<file path="config.mk">
export PLATFORM = sky130hd
export DESIGN_NAME = result_display_reader
export DESIGN_NICKNAME = d
export VERILOG_FILES = /design/src/rtl/result_display_reader.sv
export SDC_FILE = /design/constraint.sdc
export NUM_CORES = 1
export LEC_CHECK = 0
export ABC_AREA = 0
export BUFFER_PORTS_ARGS = -buffer_cell sky130_fd_sc_hd__buf_4
export CAP_MARGIN = 30
export CORE_AREA = 2 2 60 62
export CTS_CLUSTER_SIZE = 30
export DETAILED_ROUTE_END_ITERATION = 16
export DIE_AREA = 0 0 62 64
export GPL_ROUTABILITY_DRIVEN = 0
export PLACE_DENSITY = 0.8
export SETUP_SLACK_MARGIN = 0.05
export SYNTH_ARGS = -nofsm -noshare
export SYNTH_HDL_FRONTEND = slang
export SYNTH_SLANG_ARGS = --single-unit
</file>
<file path="constraint.sdc">
create_clock -name CLK -period 4.6 [get_ports CLK]
set_input_delay 0.69 -clock CLK [delete_from_list [all_inputs] [get_ports CLK]]
set_output_delay 0.69 -clock CLK [all_outputs]
set_load 0.1 [all_outputs]
</file>
<file path="src/rtl/result_display_reader.sv">
// result_display_reader
//   Consumer end of the result-display handshake. Each element that the
//   producer presents with NEW_OUTPUT is captured and shown on Show_DATA.
//   Show_DATA stays high for at least HOLD_CYCLES cycles, and for as long as
//   NEW_OUTPUT stays high. When the frame is full, the next NEW_OUTPUT
//   request is answered with a one-cycle Done_Flag instead of a capture.
//   Optional feature macro: RESULT_CHECKSUM_EN. It adds a Checksum output
//   that holds the sum of the elements captured in the last completed frame.
module result_display_reader #(
  parameter int DATA_W      = 16,
  parameter int IDX_W       = 4,
  parameter int NUM_RESULTS = 9,
  parameter int HOLD_CYCLES = 4
) (
  input  logic              CLK,
  input  logic              RST,
  input  logic              En,
  input  logic              NEW_OUTPUT,
  input  logic [DATA_W-1:0] Data_In,
  output logic              Show_DATA,
  output logic              Done_Flag,
  output logic [DATA_W-1:0] Disp_Data,
  output logic [IDX_W-1:0]  Disp_Index,
  output logic              Disp_Valid,
  output logic [7:0]        Frame_Count
`ifdef RESULT_CHECKSUM_EN
  ,
  output logic [DATA_W+3:0] Checksum
`endif
);

  // hold_cnt only has to hold HOLD_CYCLES-1; keep it at least one bit wide
  localparam int HC_W = (HOLD_CYCLES > 1) ? $clog2(HOLD_CYCLES) : 1;
  localparam logic [HC_W-1:0]  HOLD_LOAD = HC_W'(HOLD_CYCLES - 1);
  localparam logic [IDX_W-1:0] IDX_FULL  = IDX_W'(NUM_RESULTS);

  typedef enum logic [1:0] {
    WAIT = 2'd0,
    HOLD = 2'd1,
    DONE = 2'd2
  } state_t;

  state_t            state_reg, state_next;
  logic [IDX_W-1:0]  idx_reg, idx_next;
  logic [HC_W-1:0]   hold_cnt_reg, hold_cnt_next;
  logic              show_reg, show_next;
  logic              done_reg, done_next;
  logic              valid_reg, valid_next;
  logic [DATA_W-1:0] data_reg, data_next;
  logic [IDX_W-1:0]  index_reg, index_next;
  logic [7:0]        frame_reg, frame_next;
`ifdef RESULT_CHECKSUM_EN
  logic [DATA_W+3:0] acc_reg, acc_next;
  logic [DATA_W+3:0] cksum_reg, cksum_next;
`endif

  // State and output registers; reset drops Show_DATA at once
  always_ff @(posedge CLK or posedge RST) begin
    if (RST) begin
      state_reg    <= WAIT;
      idx_reg      <= '0;
      hold_cnt_reg <= '0;
      show_reg     <= 1'b0;
      done_reg     <= 1'b0;
      valid_reg    <= 1'b0;
      data_reg     <= '0;
      index_reg    <= '0;
      frame_reg    <= '0;
`ifdef RESULT_CHECKSUM_EN
      acc_reg      <= '0;
      cksum_reg    <= '0;
`endif
    end else begin
      state_reg    <= state_next;
      idx_reg      <= idx_next;
      hold_cnt_reg <= hold_cnt_next;
      show_reg     <= show_next;
      done_reg     <= done_next;
      valid_reg    <= valid_next;
      data_reg     <= data_next;
      index_reg    <= index_next;
      frame_reg    <= frame_next;
`ifdef RESULT_CHECKSUM_EN
      acc_reg      <= acc_next;
      cksum_reg    <= cksum_next;
`endif
    end
  end

  // Next-state and next-output logic; the pulses default low every cycle
  always_comb begin
    state_next    = state_reg;
    idx_next      = idx_reg;
    hold_cnt_next = hold_cnt_reg;
    show_next     = show_reg;
    done_next     = 1'b0;
    valid_next    = 1'b0;
    data_next     = data_reg;
    index_next    = index_reg;
    frame_next    = frame_reg;
`ifdef RESULT_CHECKSUM_EN
    acc_next      = acc_reg;
    cksum_next    = cksum_reg;
`endif
    case (state_reg)
      WAIT: begin
        show_next = 1'b0;
        if (En && NEW_OUTPUT) begin
          if (idx_reg < IDX_FULL) begin
            // Capture the element and start its display window
            data_next     = Data_In;
            index_next    = idx_reg;
            valid_next    = 1'b1;
            show_next     = 1'b1;
            hold_cnt_next = HOLD_LOAD;
            state_next    = HOLD;
`ifdef RESULT_CHECKSUM_EN
            acc_next      = acc_reg + {4'b0000, Data_In};
`endif
          end else begin
            // Frame full: this request is answered with Done_Flag, and
            // nothing is captured
            done_next  = 1'b1;
            state_next = DONE;
          end
        end
      end
      HOLD: begin
        show_next = 1'b1;
        if ((hold_cnt_reg == '0) && !NEW_OUTPUT) begin
          // Minimum dwell has elapsed and the producer has acknowledged
          show_next  = 1'b0;
          idx_next   = idx_reg + IDX_W'(1);
          state_next = WAIT;
        end else if (hold_cnt_reg != '0) begin
          hold_cnt_next = hold_cnt_reg - HC_W'(1);
        end
      end
      DONE: begin
        // Done_Flag drops after its single cycle; NEW_OUTPUT is ignored here
        show_next  = 1'b0;
        idx_next   = '0;
        frame_next = frame_reg + 8'd1;
        state_next = WAIT;
`ifdef RESULT_CHECKSUM_EN
        cksum_next = acc_reg;
        acc_next   = '0;
`endif
      end
      default: begin
        state_next = WAIT;
        show_next  = 1'b0;
      end
    endcase
  end

  assign Show_DATA   = show_reg;
  assign Done_Flag   = done_reg;
  assign Disp_Valid  = valid_reg;
  assign Disp_Data   = data_reg;
  assign Disp_Index  = index_reg;
  assign Frame_Count = frame_reg;
`ifdef RESULT_CHECKSUM_EN
  assign Checksum    = cksum_reg;
`endif

endmodule
</file>
==> results.yml <==
floorplan:
  die_area_um2: 3970
  initial_core_util: 0.523
  rows: 21
  die_y_um: 64
  die_width_um: 62
  core-area_um2: 3280
  io_pins: 51
placed_design:
  numPortBuffers: 50
  dpl.hpwl_um: 2490
  post-place-ws_ns: 2.65
  dp_cells: 222
global_routing:
  grt_pass1_wl_um: 5620
  use_met2: 0.305
  busiest_layer: "met2"
  grt_pass1_vias: 1187
  antenna_found_initial: 0
  grtUsageTotal: 0.195
  use_met3: 0.0688
  gr-usage-met1: 0.245
  grt_overflow: 0
  grt_max_degree: 40
setup_path:
  crit_chain: "nand4bb_4 -> a21o_1 -> inv_8 -> mux2_2"
  crit_arrival_ns: 2.10
  crit_type: "flip-flop to flip-flop"
  critPathMaxStageDelay_ns: 0.56
  critPathMaxFanout: 18
  path_buf_inv: 1
  endpoint_kind: "flip-flop"
  setup.worst_path.start_class: "flip-flop"
  cp_slowest_cell: "dfrtp_1"
  critPathTopFamily: "flip-flops"
  required_ns: 4.83
detailed_routing:
  first_pass_iters: 4
  route.vias.total: 1186
  drcViolationCount: 0
  drt-vias-per-instance: 5.16
  detail-route-antenna-nets: 0
  drtIter0Drc: 27
  routedWlPerCell_um: 14.9
  finalWirelength_um: 3430
synth:
  syn_nets: 153
  synth-seq-area-share: 0.568
  syn_area_per_cell_um2: 13.3
  synth_area_um2: 1720
  synth_seq_cells: 39
  postSynthCellCount: 129
  yosysUniqueCellTypes: 32
  yosysWarningCount: 0
clock_tree:
  numCtsBuffers: 5
  cts-htree-levels: 2
  cts_setup_buffers: 0
  clock-sinks: 39
  cts_root_buf: "clkbuf_4"
  clk_pin_slew_worst_paths_ns: 0.12
  cts_max_path_buffers: 2
  cts_tree: "done"
  postCtsHoldBufs: 0
  insertion_delay_ns: 0.35
  ctsResizeCount: 0
timing:
  fmax_ghz: 0.537
  hold_viol_final: 0
  fin_skew_ns: 0.00971
  finalCritPeriodShare: 0.405
  drv_slew: 0
  worst_pin_slew_ns: 0.488
  rsz0062_at_grt: "no"
  min_period_ns: 1.86
  final.setup.tns_ns: 0
  setup_viol_count_final: 0
  slew_headroom: 0.675
  timing.final.ws_setup_ns: 2.74
layout:
  mostFrequentLayoutCell: "buf_4"
  layout-drive-gt1-share: 0.440
  n_antenna_cell: 0
  layout_common_cells: "buf_4 (51), dfrtp_1 (39), mux2_2 (12)"
  nets: 207
  syn2layout_area_growth_pct: 28.3
  largest_register_ffs: 16
  fin_cells: 230
run_status:
  outcome: "finished, final reports clean"
flow_run:
  drv_cap: 0
min_path:
  hold_path_class: "primary input to asynchronous set/reset pin"
==> tightest hold or removal path, cell delays in order <==
cell and delay (ns):
buf_4 0.11, inv_1 0.04, buf_4 0.42
==> synth_stat cells, drive strengths merged <==
cell type / count / area (um^2)
mux2i: 1 / 10.0
o22ai: 2 / 12.5
o311ai: 2 / 17.5
nand3: 2 / 10.0
o22a: 2 / 17.5
a21o: 1 / 7.51
xor2: 4 / 35.0
a31oi: 1 / 6.26
o21ai: 4 / 20.0
nor3b: 2 / 15.0
or4: 1 / 7.51
a22oi: 1 / 7.51
dfrtp: 39 / 976
nor3: 3 / 15.0
buf: 4 / 41.3
xnor2: 3 / 26.3
a21oi: 1 / 5.00
nand2: 6 / 22.5
ha: 4 / 50.1
mux2: 20 / 255
nor2b: 4 / 25.0
nand4: 3 / 18.8
nand3b: 1 / 7.51
and3: 1 / 6.26
nand4bb: 1 / 27.5
nand2b: 3 / 18.8
nor2: 6 / 22.5
inv: 7 / 33.8
==> through the flow <==
stage          hold slack (ns)  cell area (um^2)   util
6_report                 0.451              2200  0.671
5_1_grt                  0.479              2200  0.671
4_1_cts                  0.453              2200  0.671
3_5_place_dp             0.466              2120  0.645
3_3_place_gp             0.463              2120  0.645
2_1_floorplan            0.516              1720      -
==> cell families (layout without fill, tap and decap cells) <==
logic type | count (synthesis) | after routing | share of synthesized area
multiplexers | 21 | 21 | 0.154
AND/OR/NAND/NOR | 33 | 33 | 0.114
AO/OA/AOI/OAI | 14 | 14 | 0.0546
flip-flops | 39 | 39 | 0.568
buffers and inverters | 11 | 66 | 0.0437
XOR/XNOR | 7 | 7 | 0.0357
adder cells (fa/ha/maj) | 4 | 4 | 0.0291
==> worst paths after layout <==
check | startpoint | end | slack [ns] | cells after the start
setup / recovery | state_reg[0]$_DFFE_PP0P_ | Disp_Data[8]$_DFFE_PP0P_ | 2.74 | 4
hold / removal | RST | idx_reg[3]$_DFFE_PP0P_ | 0.45 | 3
min in group CLK | Frame_Count[7]$_DFFE_PP0P_ | Frame_Count[7]$_DFFE_PP0P_ | 0.48 | 1
max in group asynchronous | RST | Disp_Data[8]$_DFFE_PP0P_ | 3.81 | 3
setup reg to reg | state_reg[0]$_DFFE_PP0P_ | Disp_Data[8]$_DFFE_PP0P_ | 2.74 | 4
hold reg to reg | Frame_Count[7]$_DFFE_PP0P_ | Frame_Count[7]$_DFFE_PP0P_ | 0.48 | 1
==> per-layer routing <==
layer  routed length (um)  share of wire
met5                    0              0
met4                   68          0.020
met3                  252          0.073
met2                 1680           0.49
met1                 1430           0.42
==> cell type report <==
type,instances,area [um^2]
Multi-Input combinational cell,79,667
Clock inverter,2,35.0
Sequential cell,39,976
Timing Repair Buffer,51,383
Fill cell,257,1080
Inverter,7,33.8
Tap cell,46,57.6
Clock buffer,6,51.3
Power is not shown: default switching activity piles up to over one toggle a cycle in this logic, so the estimate is an artifact.
